## src/rtl/macroop_fetch_pkg.sv

```systemverilog
// macroop_fetch_pkg: shared constants and state encoding for the
// 6502 macro-op fetcher.
package macroop_fetch_pkg;

    localparam int          ADDR_W_DEF    = 16;
    localparam logic [15:0] RESET_VEC_DEF = 16'hFFFC;

    typedef enum logic [1:0] {
        VEC_LO = 2'd0,
        VEC_HI = 2'd1,
        STREAM = 2'd2
    } fetch_state_e;

endpackage

```

## src/rtl/macroop_fetch_if.sv

```systemverilog
// macroop_fetch_if: memory read port, macro-op output port and
// redirect input of the fetcher, bundled.
interface macroop_fetch_if
    import macroop_fetch_pkg::*;
#(
    parameter int ADDR_W = ADDR_W_DEF
);
    logic              mem_req;
    logic [ADDR_W-1:0] mem_addr;
    logic              mem_gnt;
    logic              mem_rvalid;
    logic [7:0]        mem_rdata;
    logic [7:0]        instr;
    logic [ADDR_W-1:0] instr_pc;
    logic              instr_valid;
    logic              instr_ready;
    logic              redirect_valid;
    logic [ADDR_W-1:0] redirect_pc;
    logic [1:0]        fetch_state;

    modport master (
        output mem_req, mem_addr, instr, instr_pc, instr_valid,
        output fetch_state,
        input  mem_gnt, mem_rvalid, mem_rdata, instr_ready,
        input  redirect_valid, redirect_pc
    );

    modport slave (
        input  mem_req, mem_addr, instr, instr_pc, instr_valid,
        input  fetch_state,
        output mem_gnt, mem_rvalid, mem_rdata, instr_ready,
        output redirect_valid, redirect_pc
    );
endinterface

```

## src/rtl/fetch_fifo.sv

```systemverilog
// fetch_fifo: small synchronous FIFO of {byte, addr} entries with
// push/pop/clear; pointers carry an extra wrap bit.
module fetch_fifo #(
    parameter int W     = 24,
    parameter int DEPTH = 4
) (
    input  logic                       clk,
    input  logic                       rst_n,
    input  logic                       push_i,
    input  logic                       pop_i,
    input  logic                       clear_i,
    input  logic [W-1:0]               wdata_i,
    output logic [W-1:0]               rdata_o,
    output logic [$clog2(DEPTH):0]     count_o
);
    localparam int AW = $clog2(DEPTH);

    logic [W-1:0] mem_q [DEPTH];
    logic [AW:0]  wp_q, rp_q;

    assign count_o = wp_q - rp_q;
    assign rdata_o = mem_q[rp_q[AW-1:0]];

    always_ff @(posedge clk or negedge rst_n) begin
        if (!rst_n) begin
            wp_q <= '0;
            rp_q <= '0;
        end else if (clear_i) begin
            wp_q <= '0;
            rp_q <= '0;
        end else begin
            if (push_i) wp_q <= wp_q + 1'b1;
            if (pop_i)  rp_q <= rp_q + 1'b1;
        end
    end

    always_ff @(posedge clk) begin
        if (push_i && !clear_i) mem_q[wp_q[AW-1:0]] <= wdata_i;
    end

    // The credit rule upstream keeps a push off a full buffer.
    always_ff @(posedge clk) begin
        if (push_i && !pop_i && !clear_i)
            assert (count_o != (AW + 1)'(DEPTH));
    end
endmodule

```

## src/rtl/macroop_fetch.sv

```systemverilog
// macroop_fetch: reads the reset vector, then prefetches bytes in
// order under a DEPTH credit limit; redirect flushes and squashes.
module macroop_fetch
    import macroop_fetch_pkg::*;
#(
    parameter int                ADDR_W    = ADDR_W_DEF,
    parameter int                DEPTH     = 4,
    parameter logic [ADDR_W-1:0] RESET_VEC = ADDR_W'(RESET_VEC_DEF)
) (
    input logic             clk,
    input logic             rst,
    macroop_fetch_if.master bus
);
    localparam int CW = $clog2(DEPTH) + 1;
    localparam int W  = ADDR_W + 8;

    fetch_state_e      st_q;
    logic              req_q;
    logic [ADDR_W-1:0] addr_q, pc_q, pc_d, trk_q;
    logic [7:0]        lo_q, disc_q, disc_d;
    logic [CW-1:0]     out_q, out_d, cnt_q, cnt_d;
    logic [CW:0]       inflight_d;
    logic [W-1:0]      head;
    logic              gnt, rv, live, redir, pop, push;
    logic              vec_done, credit, valid;

    assign gnt      = req_q & bus.mem_gnt;
    assign rv       = bus.mem_rvalid;
    assign live     = rv && (disc_q == '0);
    assign redir    = bus.redirect_valid;
    assign valid    = (cnt_q != '0);
    assign pop      = valid & bus.instr_ready;
    assign push     = live && (st_q == STREAM) && !redir;
    assign vec_done = live && (st_q != STREAM) && !redir;

    fetch_fifo #(.W(W), .DEPTH(DEPTH)) u_fifo (
        .clk     (clk),
        .rst_n   (rst),
        .push_i  (push),
        .pop_i   (pop),
        .clear_i (redir),
        .wdata_i ({bus.mem_rdata, trk_q}),
        .rdata_o (head),
        .count_o (cnt_q)
    );

    always_comb begin
        disc_d = disc_q;
        out_d  = out_q + CW'(gnt) - CW'(live);
        cnt_d  = cnt_q + CW'(push) - CW'(pop);
        pc_d   = pc_q;
        if (redir) begin
            // Everything still pending, including a same-cycle grant,
            // becomes discard; a same-cycle response is already paid.
            disc_d = disc_q + 8'(out_q) + 8'(gnt) - 8'(rv);
            out_d  = '0;
            cnt_d  = '0;
            pc_d   = bus.redirect_pc;
        end else begin
            if (rv && !live) disc_d = disc_q - 8'd1;
            if (vec_done && st_q == VEC_HI)
                pc_d = ADDR_W'({bus.mem_rdata, lo_q});
            else if (gnt && st_q == STREAM)
                pc_d = pc_q + ADDR_W'(1);
        end
    end

    assign inflight_d = {1'b0, cnt_d} + {1'b0, out_d};
    assign credit     = int'(inflight_d) < DEPTH;

    always_ff @(posedge clk or negedge rst) begin
        if (!rst) begin
            st_q   <= VEC_LO;
            req_q  <= 1'b0;
            addr_q <= '0;
            pc_q   <= '0;
            trk_q  <= '0;
            lo_q   <= '0;
            disc_q <= '0;
            out_q  <= '0;
        end else begin
            disc_q <= disc_d;
            out_q  <= out_d;
            pc_q   <= pc_d;
            if (redir) begin
                st_q   <= STREAM;
                trk_q  <= bus.redirect_pc;
                req_q  <= credit;
                addr_q <= pc_d;
            end else begin
                unique case (st_q)
                    VEC_LO: begin
                        addr_q <= RESET_VEC;
                        req_q  <= req_q ? !gnt : (out_q == '0);
                        if (vec_done) begin
                            lo_q <= bus.mem_rdata;
                            st_q <= VEC_HI;
                        end
                    end
                    VEC_HI: begin
                        if (vec_done) begin
                            st_q   <= STREAM;
                            trk_q  <= pc_d;
                            req_q  <= credit;
                            addr_q <= pc_d;
                        end else begin
                            addr_q <= RESET_VEC + ADDR_W'(1);
                            req_q  <= req_q ? !gnt : (out_q == '0);
                        end
                    end
                    STREAM: begin
                        req_q  <= credit;
                        addr_q <= pc_d;
                        if (push) trk_q <= trk_q + ADDR_W'(1);
                    end
                    default: st_q <= VEC_LO;
                endcase
            end
        end
    end

    assign bus.mem_req     = req_q;
    assign bus.mem_addr    = addr_q;
    assign bus.instr_valid = valid;
    assign bus.instr       = valid ? head[W-1:ADDR_W] : 8'h00;
    assign bus.instr_pc    = valid ? head[ADDR_W-1:0] : '0;
    assign bus.fetch_state = st_q;
endmodule

```

## src/flat_wrapper.sv

```systemverilog
// flat-port wrapper written by rule: the top's interface ports become plain ports
module macroop_fetch_flat import macroop_fetch_pkg::*;
#(
    parameter int                ADDR_W    = ADDR_W_DEF,
    parameter int                DEPTH     = 4,
    parameter logic [ADDR_W-1:0] RESET_VEC = ADDR_W'(RESET_VEC_DEF)
)
  (clk, rst, bus_mem_req, bus_mem_addr, bus_instr, bus_instr_pc, bus_instr_valid, bus_fetch_state, bus_mem_gnt, bus_mem_rvalid, bus_mem_rdata, bus_instr_ready, bus_redirect_valid, bus_redirect_pc);
  macroop_fetch_if #(.ADDR_W(ADDR_W)) bus_i ();
  input logic clk;
  input logic rst;
  output wire logic [$bits(bus_i.mem_req)-1:0] bus_mem_req;
  output wire logic [$bits(bus_i.mem_addr)-1:0] bus_mem_addr;
  output wire logic [$bits(bus_i.instr)-1:0] bus_instr;
  output wire logic [$bits(bus_i.instr_pc)-1:0] bus_instr_pc;
  output wire logic [$bits(bus_i.instr_valid)-1:0] bus_instr_valid;
  output wire logic [$bits(bus_i.fetch_state)-1:0] bus_fetch_state;
  input wire logic [$bits(bus_i.mem_gnt)-1:0] bus_mem_gnt;
  input wire logic [$bits(bus_i.mem_rvalid)-1:0] bus_mem_rvalid;
  input wire logic [$bits(bus_i.mem_rdata)-1:0] bus_mem_rdata;
  input wire logic [$bits(bus_i.instr_ready)-1:0] bus_instr_ready;
  input wire logic [$bits(bus_i.redirect_valid)-1:0] bus_redirect_valid;
  input wire logic [$bits(bus_i.redirect_pc)-1:0] bus_redirect_pc;
  assign bus_mem_req = bus_i.mem_req;
  assign bus_mem_addr = bus_i.mem_addr;
  assign bus_instr = bus_i.instr;
  assign bus_instr_pc = bus_i.instr_pc;
  assign bus_instr_valid = bus_i.instr_valid;
  assign bus_fetch_state = bus_i.fetch_state;
  assign bus_i.mem_gnt = bus_mem_gnt;
  assign bus_i.mem_rvalid = bus_mem_rvalid;
  assign bus_i.mem_rdata = bus_mem_rdata;
  assign bus_i.instr_ready = bus_instr_ready;
  assign bus_i.redirect_valid = bus_redirect_valid;
  assign bus_i.redirect_pc = bus_redirect_pc;
  macroop_fetch #(.ADDR_W(ADDR_W), .DEPTH(DEPTH), .RESET_VEC(RESET_VEC)) u_core (.clk(clk), .rst(rst), .bus(bus_i));
endmodule
```

## config.mk

```make
export PLATFORM = sky130hd
export DESIGN_NAME = macroop_fetch_flat
export DESIGN_NICKNAME = d
export VERILOG_FILES = /design/src/rtl/macroop_fetch_pkg.sv /design/src/rtl/macroop_fetch_if.sv /design/src/rtl/fetch_fifo.sv /design/src/rtl/macroop_fetch.sv /design/src/flat_wrapper.sv
export SDC_FILE = /design/constraint.sdc
export NUM_CORES = 1
export LEC_CHECK = 0
export ABC_AREA = 1
export CAP_MARGIN = 20
export CORE_AREA = 2 2 139 141
export DETAILED_ROUTE_END_ITERATION = 10
export DIE_AREA = 0 0 141 143
export PLACE_DENSITY = 0.69
export SLEW_MARGIN = 5
export SYNTH_ARGS = -nofsm -noshare
export SYNTH_HDL_FRONTEND = slang
export SYNTH_SLANG_ARGS = --single-unit
```

## constraint.sdc

```tcl
create_clock -name clk -period 4.6 [get_ports clk]
set_input_delay 1.15 -clock clk [delete_from_list [all_inputs] [get_ports clk]]
set_output_delay 1.15 -clock clk [all_outputs]
set_load 0.01 [all_outputs]
```

==> run summary, run 1 <==
LOGIC SYNTHESIS
-------------------------------------------------------------------------------------
Avg Inst Size Synth                                                         8.80 um^2
Fraction of synthesis flops using an asynchronous set or reset pin              44.2%
Nets in the synthesized netlist                                                 1,112
Yosys warning count                                                                 0
Number of enable flip-flop cells after synthesis                                   96
Cell area after synthesis                                                   9180 um^2
Sequential share of the synthesized area                                        52.1%
Primary flip-flop cell chosen by synthesis mapping                       sky130_fd_sc_hd__edfxtp_1
Number of synthesized register bits                                               172
Cells after synthesis                                                           1,043
Number of distinct library cells after synthesis                                   46

FINISH
-------------------------------------------------------------------------------------
Final Instance Area                                                       10,700 um^2
Non-filler cells in the finished layout                                         1,357
Utilization after layout                                                        57.8%
Fraction of final layout cells sized beyond drive strength 1                    8.28%
Layout net count                                                                1,179
# diodes                                                                            0
Fill cell count                                                                 1,637
Synthesis-to-finish area growth                                                 16.9%

TIMING
-------------------------------------------------------------------------------------
Hold Worst Slack                                                             0.488 ns
Hold violation total from the final report                                          0
Number of max-slew violations in the final report                                   0
Max Fclk                                                                      239 MHz
RSZ-0062 raised after global routing                                            false
Transition time of the tightest slew-check pin                               0.606 ns
Ratio of final minimum period to clock period                                   91.0%
Clock skew                                                                 0.00921 ns
Total of endpoints with negative setup slack in the final report                    0
Final WS setup                                                               0.413 ns
Final critical delay including setup and external delays                      4.19 ns
Max transition margin                                                           59.6%
Summed negative setup slack over all endpoints                                   0 ns

ROUTE
-------------------------------------------------------------------------------------
Final antenna-violating net count                                                   0
Final wirelength                                                            20,600 um
Number of remaining DRC errors                                                      0
Total via count after detailed routing                                          7,068
Count of routing violations after the opening detailed-route iteration            573
Via count normalized by instance count                                           5.21
Count of TritonRoute iterations in the first routing pass                           5
Average detailed-routed wire length per instance                              15.1 um

GRT
-------------------------------------------------------------------------------------
Vias in the first global route                                                  6,716
Overall Global Routing Usage                                                    21.2%
Pin count of the biggest net entering global routing                               77
Wire length of the first global-routing pass                                33,600 um
Gr ovfl total                                                                       0
Initial antenna violation count                                                     0

CLOCK NETWORK
-------------------------------------------------------------------------------------
Clock Sinks                                                                       172
Total of cells resized after clock tree synthesis                                   0
Master cell of the clock root buffer                                     sky130_fd_sc_hd__clkbuf_16
Setup fix buffers added after clock tree synthesis                                  0
Total CTS buffers                                                                  17
Clock H-tree levels                                                                 4
Quantity of hold-fixing buffers added after cts                                     0
TritonCTS clock tree                                                              yes
Worst-Skew Late Latency                                                       0.44 ns
Clock-pin slew of the registers on the worst-case setup and hold paths        0.07 ns
Maximum root-to-sink buffer count                                                   2

MIN PATH
-------------------------------------------------------------------------------------
Worst Hold Class                                                         flop to flop

PLACE
-------------------------------------------------------------------------------------
Worst Setup Slack post-DPL                                                   0.663 ns
RePlAce Congestion                                                              0.888
Detailed placer's ending HPWL                                               14,100 um
Inst Count DP                                                                   1,324
Placed instance area                                                      10,100 um^2
Count of input and output buffers                                                  73

FLOORPLAN
-------------------------------------------------------------------------------------
Height of the chip                                                             143 um
Die width                                                                      141 um
Core outline area                                                         18,600 um^2
Die area                                                                  20,200 um^2
Count of boundary I/O pins                                                         74
Number of placement rows                                                           50
Initial Utilization                                                             49.4%

STATUS
-------------------------------------------------------------------------------------
Status                                                                   finished clean

RUN
-------------------------------------------------------------------------------------
Count of maximum capacitance violations                                             0

PWR
-------------------------------------------------------------------------------------
Final Power                                                                   5.64 mW
Leak pwr                                                                      4.73 nW
Areal power density over the cells                                        525 nW/um^2
IR drop worst, VDD                                                             387 uV

WORST SETUP PATH
-------------------------------------------------------------------------------------
Sort of element at the start of the critical path                                flop
Kind of end point of the critical path                                     output pin
WS Path Type                                                             flop to output pin
Required time reported for the critical path endpoint                         3.45 ns
Largest driver fanout on the critical path                                         25
Arrival time of data at the critical path endpoint                            3.04 ns

final timing paths:
| kind | depth (start not counted) | endpoint | slack (ns) | start |
|---|---|---|---|---|
| max in group asynchronous | 2 | u_core.u_fifo.rp_q[1]$_DFFE_PN0P_ | 3.44 | rst |
| worst max register to register | 20 | u_core.bus.mem_req$_DFFE_PN0P_ | 0.83 | u_core.u_fifo.wp_q[0]$_DFFE_PN0P_ |
| worst min-delay path | 2 | u_core.bus.mem_addr[3]$_DFFE_PN0P_ | 0.49 | u_core.bus.mem_addr[3]$_DFFE_PN0P_ |
| min in group asynchronous | 1 | u_core.bus.mem_addr[12]$_DFFE_PN0P_ | 0.57 | rst |
| worst min register to register | 2 | u_core.bus.mem_addr[3]$_DFFE_PN0P_ | 0.49 | u_core.bus.mem_addr[3]$_DFFE_PN0P_ |
| worst max-delay path | 10 | bus_instr_pc[15] | 0.41 | u_core.u_fifo.wp_q[0]$_DFFE_PN0P_ |
cells in the mapped netlist (2+ instances only):
library cell / count / area [um^2]
sky130_fd_sc_hd__nand2_1: 230 / 863
sky130_fd_sc_hd__nor2_1: 146 / 548
sky130_fd_sc_hd__inv_1: 119 / 447
sky130_fd_sc_hd__edfxtp_1: 96 / 2880
sky130_fd_sc_hd__dfrtp_1: 76 / 1900
sky130_fd_sc_hd__o21ai_0: 76 / 380
sky130_fd_sc_hd__nand3_1: 57 / 285
sky130_fd_sc_hd__ha_1: 34 / 425
sky130_fd_sc_hd__a21oi_1: 28 / 140
sky130_fd_sc_hd__o32ai_1: 25 / 219
sky130_fd_sc_hd__clkbuf_1: 20 / 75.1
sky130_fd_sc_hd__buf_2: 13 / 65.1
sky130_fd_sc_hd__xor2_1: 12 / 105
sky130_fd_sc_hd__nor3_1: 11 / 55.1
sky130_fd_sc_hd__nand2_2: 9 / 56.3
sky130_fd_sc_hd__nand4_1: 9 / 56.3
sky130_fd_sc_hd__o21ai_1: 9 / 45.0
sky130_fd_sc_hd__inv_2: 6 / 22.5
sky130_fd_sc_hd__nor2_2: 6 / 37.5
sky130_fd_sc_hd__o21ai_2: 6 / 52.6
sky130_fd_sc_hd__xnor2_1: 6 / 52.6
sky130_fd_sc_hd__fa_1: 5 / 100
sky130_fd_sc_hd__a31oi_1: 4 / 25.0
sky130_fd_sc_hd__nand3_2: 4 / 40.0
sky130_fd_sc_hd__a22oi_1: 3 / 22.5
sky130_fd_sc_hd__nand2_4: 3 / 33.8
sky130_fd_sc_hd__nor2_4: 3 / 33.8
sky130_fd_sc_hd__a21o_1: 2 / 15.0
sky130_fd_sc_hd__a41oi_1: 2 / 17.5
sky130_fd_sc_hd__and2_1: 2 / 12.5
sky130_fd_sc_hd__buf_1: 2 / 7.51
sky130_fd_sc_hd__buf_4: 2 / 15.0
sky130_fd_sc_hd__buf_6: 2 / 22.5
sky130_fd_sc_hd__clkinv_1: 2 / 7.51
sky130_fd_sc_hd__nand3b_1: 2 / 15.0
power breakdown:
part	internal (mW)	switching (mW)
sequential	1.80	0.152
combinational	1.00	1.28
clock	0.732	0.680
total	3.53	2.11
critical path, cell delays in order (launching register included):
cell and delay (ns):
sky130_fd_sc_hd__dfrtp_1 0.37, sky130_fd_sc_hd__inv_1 0.11, sky130_fd_sc_hd__ha_1 0.22, sky130_fd_sc_hd__fa_1 0.38, sky130_fd_sc_hd__xnor2_1 0.18, sky130_fd_sc_hd__xor2_1 0.22, sky130_fd_sc_hd__nand3b_1 0.15, sky130_fd_sc_hd__buf_4 0.27
sky130_fd_sc_hd__nand2_1 0.10, sky130_fd_sc_hd__inv_1 0.07, sky130_fd_sc_hd__clkdlybuf4s50_1 0.52
state kept, by name, indices dropped and copies added (netlist names):
register                flops
u_core.u_fifo.mem_q        96
u_core.bus.mem_addr        16
u_core.pc_q                16
u_core.trk_q               16
u_core.disc_q               8
u_core.lo_q                 8
u_core.out_q                3
u_core.u_fifo.rp_q          3
u_core.u_fifo.wp_q          3
u_core.bus.fetch_state      2
u_core.bus.mem_req          1
metal layers:
layer  up-vias  part of all wire, %  global-route usage [%]  routed length, um
li1       3594                    -                       -                  -
met1      3247                   48                    29.9               9930
met2       192                   45                    34.0               9260
met3        35                  4.7                    3.19                966
met4         0                  1.9                    7.11                397
met5         -                    0                       0                  0
layout make-up:
cell class	instances	area, um^2	share of cell area, %
inverters	127	477	4.44
clock buffers	17	425	3.96
clock inverters	15	161	1.50
well taps	234	293	2.73
flip-flops and latches	172	4780	44.6
multi-input cells	705	3750	34.9
repair buffers	87	848	7.90
cell usage in the layout, fill, tap and decap left out, drive strengths merged, types with 17 or more instances in the layout:
cell type,count
dfrtp,76
clkdlybuf4s50,71
clkbuf,17
a21oi,28
inv,135
o21ai,91
edfxtp,96
ha,34
o32ai,25
nand2,242
nand3,62
nor2,155
cell families after synthesis:
group | Yosys count | synth area share (%)
buffers and inverters | 166 | 7.21
xor gates and xnor gates | 18 | 1.72
and+or+nand+nor | 485 | 22.5
AOI/OAI and AO/OA | 163 | 10.7
adders and majority gates | 39 | 5.72
DFF | 172 | 52.1
Note: power is estimated with default switching activity, not from simulation.
==> run 2, diff against run 1 <==
--- a/config.mk
+++ b/config.mk
@@ -7,9 +7,10 @@
 export LEC_CHECK = 0
 export ABC_AREA = 1
 export CAP_MARGIN = 20
-export CORE_AREA = 2 2 139 141
+export CORE_AREA = 4 4 141 143
 export DETAILED_ROUTE_END_ITERATION = 10
-export DIE_AREA = 0 0 141 143
+export DIE_AREA = 0 0 145 147
+export HOLD_SLACK_MARGIN = 0.02
 export PLACE_DENSITY = 0.69
 export SLEW_MARGIN = 5
 export SYNTH_ARGS = -nofsm -noshare
==> run 2 against run 1 <==
Net effect: cell count is essentially flat; fmax shrank 0.13%; first-iteration DRC count shrank 5.9%; largest power group unchanged.
==> run summary, run 2 (synthesized netlist as in run 1, its figures left out) <==
STATUS
-------------------------------------------------------------------------------------
Status                                                                   finished clean

TIMING
-------------------------------------------------------------------------------------
Hold violation total from the final report                                          0
Clock skew                                                                 0.00938 ns
Transition time of the tightest slew-check pin                               0.985 ns
Ratio of final minimum period to clock period                                   91.1%
Number of max-slew violations in the final report                                   0
Summed negative setup slack over all endpoints                                   0 ns
Final critical delay including setup and external delays                      4.19 ns
Hold Worst Slack                                                             0.483 ns
Total of endpoints with negative setup slack in the final report                    0
RSZ-0062 raised after global routing                                            false
Max transition margin                                                           34.3%
Max Fclk                                                                      239 MHz

PWR
-------------------------------------------------------------------------------------
Leak pwr                                                                      4.71 nW
IR drop worst, VDD                                                             340 uV
Switching power as a share of total power                                       37.4%
Power share of the combinational group                                          40.6%
Internal power                                                                3.52 mW
Proportion of power drawn by the clock network                                  24.7%
Sequential power share                                                          34.6%
Areal power density over the cells                                        525 nW/um^2
Psw                                                                           2.10 mW

FLOORPLAN
-------------------------------------------------------------------------------------
Height of the chip                                                             147 um
Number of placement rows                                                           50
Die area                                                                  21,300 um^2
Count of boundary I/O pins                                                         74
Initial Utilization                                                             49.4%
Die width                                                                      145 um
Core outline area                                                         18,600 um^2

CLOCK NETWORK
-------------------------------------------------------------------------------------
Total CTS buffers                                                                  17
Clock Sinks                                                                       172
Setup fix buffers added after clock tree synthesis                                  0
Clock-pin slew of the registers on the worst-case setup and hold paths        0.07 ns
Total of cells resized after clock tree synthesis                                   0
Worst-Skew Late Latency                                                       0.43 ns
Clock H-tree levels                                                                 4
Maximum root-to-sink buffer count                                                   2
TritonCTS clock tree                                                              yes
Master cell of the clock root buffer                                     sky130_fd_sc_hd__clkbuf_16
Quantity of hold-fixing buffers added after cts                                     0

FINISH
-------------------------------------------------------------------------------------
Storage element area                                                        4780 um^2
Fraction of final layout cells sized beyond drive strength 1                    8.11%
# diodes                                                                            0
Area used by multi-input combinational logic                                3750 um^2
Final Instance Area                                                       10,700 um^2
Fill cell count                                                                 1,653
Utilization after layout                                                        57.6%
Most used cells in the layout excluding fill and tap cells               230 x sky130_fd_sc_hd__nand2_1, 141 x sky130_fd_sc_hd__nor2_1, 119 x sky130_fd_sc_hd__inv_1, 96 x sky130_fd_sc_hd__edfxtp_1
Non-filler cells in the finished layout                                         1,356
Synthesis-to-finish area growth                                                 16.6%
Most common cell after layout, fill and taps aside                       sky130_fd_sc_hd__nand2_1
Number of flip-flops under the largest register name                               96
Layout net count                                                                1,178

GRT
-------------------------------------------------------------------------------------
Vias in the first global route                                                  6,740
Pin count of the biggest net entering global routing                               77
Wire length of the first global-routing pass                                34,400 um
Gr ovfl total                                                                       0
Initial antenna violation count                                                     0
Overall Global Routing Usage                                                    19.9%

WORST SETUP PATH
-------------------------------------------------------------------------------------
First element of the critical path                                       u_core.u_fifo.wp_q[0]$_DFFE_PN0P_
Reg-to-reg startpoint                                                    u_core.u_fifo.wp_q[0]$_DFFE_PN0P_
Reg-to-reg slack, setup                                                       0.86 ns
Sort of element at the start of the critical path                                flop
WS Path Type                                                             flop to output pin
Kind of end point of the critical path                                     output pin
Required time reported for the critical path endpoint                         3.45 ns
Arrival time of data at the critical path endpoint                            3.04 ns
Reg2Reg Depth                                                                      20
Largest driver fanout on the critical path                                         25
Reg-to-reg endpoint                                                      u_core.bus.mem_req$_DFFE_PN0P_

ROUTE
-------------------------------------------------------------------------------------
Final antenna-violating net count                                                   0
Count of routing violations after the opening detailed-route iteration            539
Final wirelength                                                            20,900 um
Average detailed-routed wire length per instance                              15.4 um
Total via count after detailed routing                                          7,082
Number of remaining DRC errors                                                      0
Count of TritonRoute iterations in the first routing pass                           5
Via count normalized by instance count                                           5.22

MIN PATH
-------------------------------------------------------------------------------------
Cell depth of the worst min-delay path                                              2
Worst Hold Endpoint                                                      u_core.bus.mem_addr[14]$_DFFE_PN0P_
HP Start                                                                 u_core.bus.mem_addr[14]$_DFFE_PN0P_
Worst Hold Class                                                         flop to flop

RUN
-------------------------------------------------------------------------------------
Count of maximum capacitance violations                                             0

PLACE
-------------------------------------------------------------------------------------
Detailed placer's ending HPWL                                               14,300 um
Count of input and output buffers                                                  73
Inst Count DP                                                                   1,324
RePlAce Congestion                                                              0.885
Placed instance area                                                      10,100 um^2

-- run 2: per-stage QoR --
stage | setup slack (ns) | power (mW)
floorplan | 0.982 | 3.41
global placement | 0.788 | 4.23
detailed placement | 0.763 | 4.27
CTS | 0.366 | 5.67
global route | 0.132 | 6.04
finish | 0.407 | 5.62
-- run 2: layer usage --
layer  wire length [um]  part of all wire (%)  up-vias  track usage [%]
met5                  0                     0        -                0
met4                372                   1.8        0             6.75
li1                   -                     -     3585                -
met3               1120                   5.4       27             3.12
met1              10200                    49     3256             28.6
met2               9210                    44      214             30.9
-- run 2: area by class of cell --
| type | count | area share (%) |
|---|---|---|
| Clock inverter | 15 | 1.39 |
| Clock buffer | 17 | 3.97 |
| Timing Repair Buffer | 86 | 7.78 |
| Tap cell | 234 | 2.73 |
| Inverter | 127 | 4.45 |
| Multi-Input combinational cell | 705 | 35.0 |
| Sequential cell | 172 | 44.7 |
-- run 2: power by group through the flow --
| stage | Sequential [mW] | Clock [mW] | Combinational, mW |
|---|---|---|---|
| 2_1_floorplan | 1.96 | 0 | 1.45 |
| 3_3_place_gp | 1.97 | 0 | 2.26 |
| 3_5_place_dp | 1.97 | 0 | 2.29 |
| 4_1_cts | 1.94 | 1.41 | 2.31 |
| 5_1_grt | 1.97 | 1.48 | 2.59 |
| 6_report | 1.95 | 1.39 | 2.28 |
-- run 2: how the worst max path moves through the flow --
stage	end	slack (ns)	depth (start not counted)
after detailed placement	u_core.bus.mem_req$_DFFE_PN0P_	0.76	15
after global routing	bus_instr_pc[11]	0.13	10
after floorplan	u_core.bus.mem_req$_DFFE_PN0P_	0.98	20
final	bus_instr[4]	0.41	10
after CTS	bus_instr[4]	0.37	10
after global placement	u_core.bus.mem_req$_DFFE_PN0P_	0.79	15
-- run 2: critical path, cell delays in order, from the launching register on --
cell,delay [ns]
sky130_fd_sc_hd__dfrtp_1,0.37
sky130_fd_sc_hd__inv_1,0.11
sky130_fd_sc_hd__ha_1,0.23
sky130_fd_sc_hd__fa_1,0.38
sky130_fd_sc_hd__xnor2_1,0.17
sky130_fd_sc_hd__xor2_1,0.21
sky130_fd_sc_hd__nand3b_1,0.16
sky130_fd_sc_hd__buf_4,0.28
sky130_fd_sc_hd__nand2_1,0.11
sky130_fd_sc_hd__inv_1,0.06
sky130_fd_sc_hd__clkdlybuf4s50_1,0.53
==> run 3, diff against run 2 <==
--- a/config.mk
+++ b/config.mk
@@ -7,9 +7,9 @@
 export LEC_CHECK = 0
 export ABC_AREA = 1
 export CAP_MARGIN = 20
-export CORE_AREA = 4 4 141 143
+export CORE_AREA = 2 2 139 141
 export DETAILED_ROUTE_END_ITERATION = 10
-export DIE_AREA = 0 0 145 147
+export DIE_AREA = 0 0 141 143
 export HOLD_SLACK_MARGIN = 0.02
 export PLACE_DENSITY = 0.69
 export SLEW_MARGIN = 5
==> results of run 3 <==
No change in the layout: final DEF, timing and power equal those of run 1.
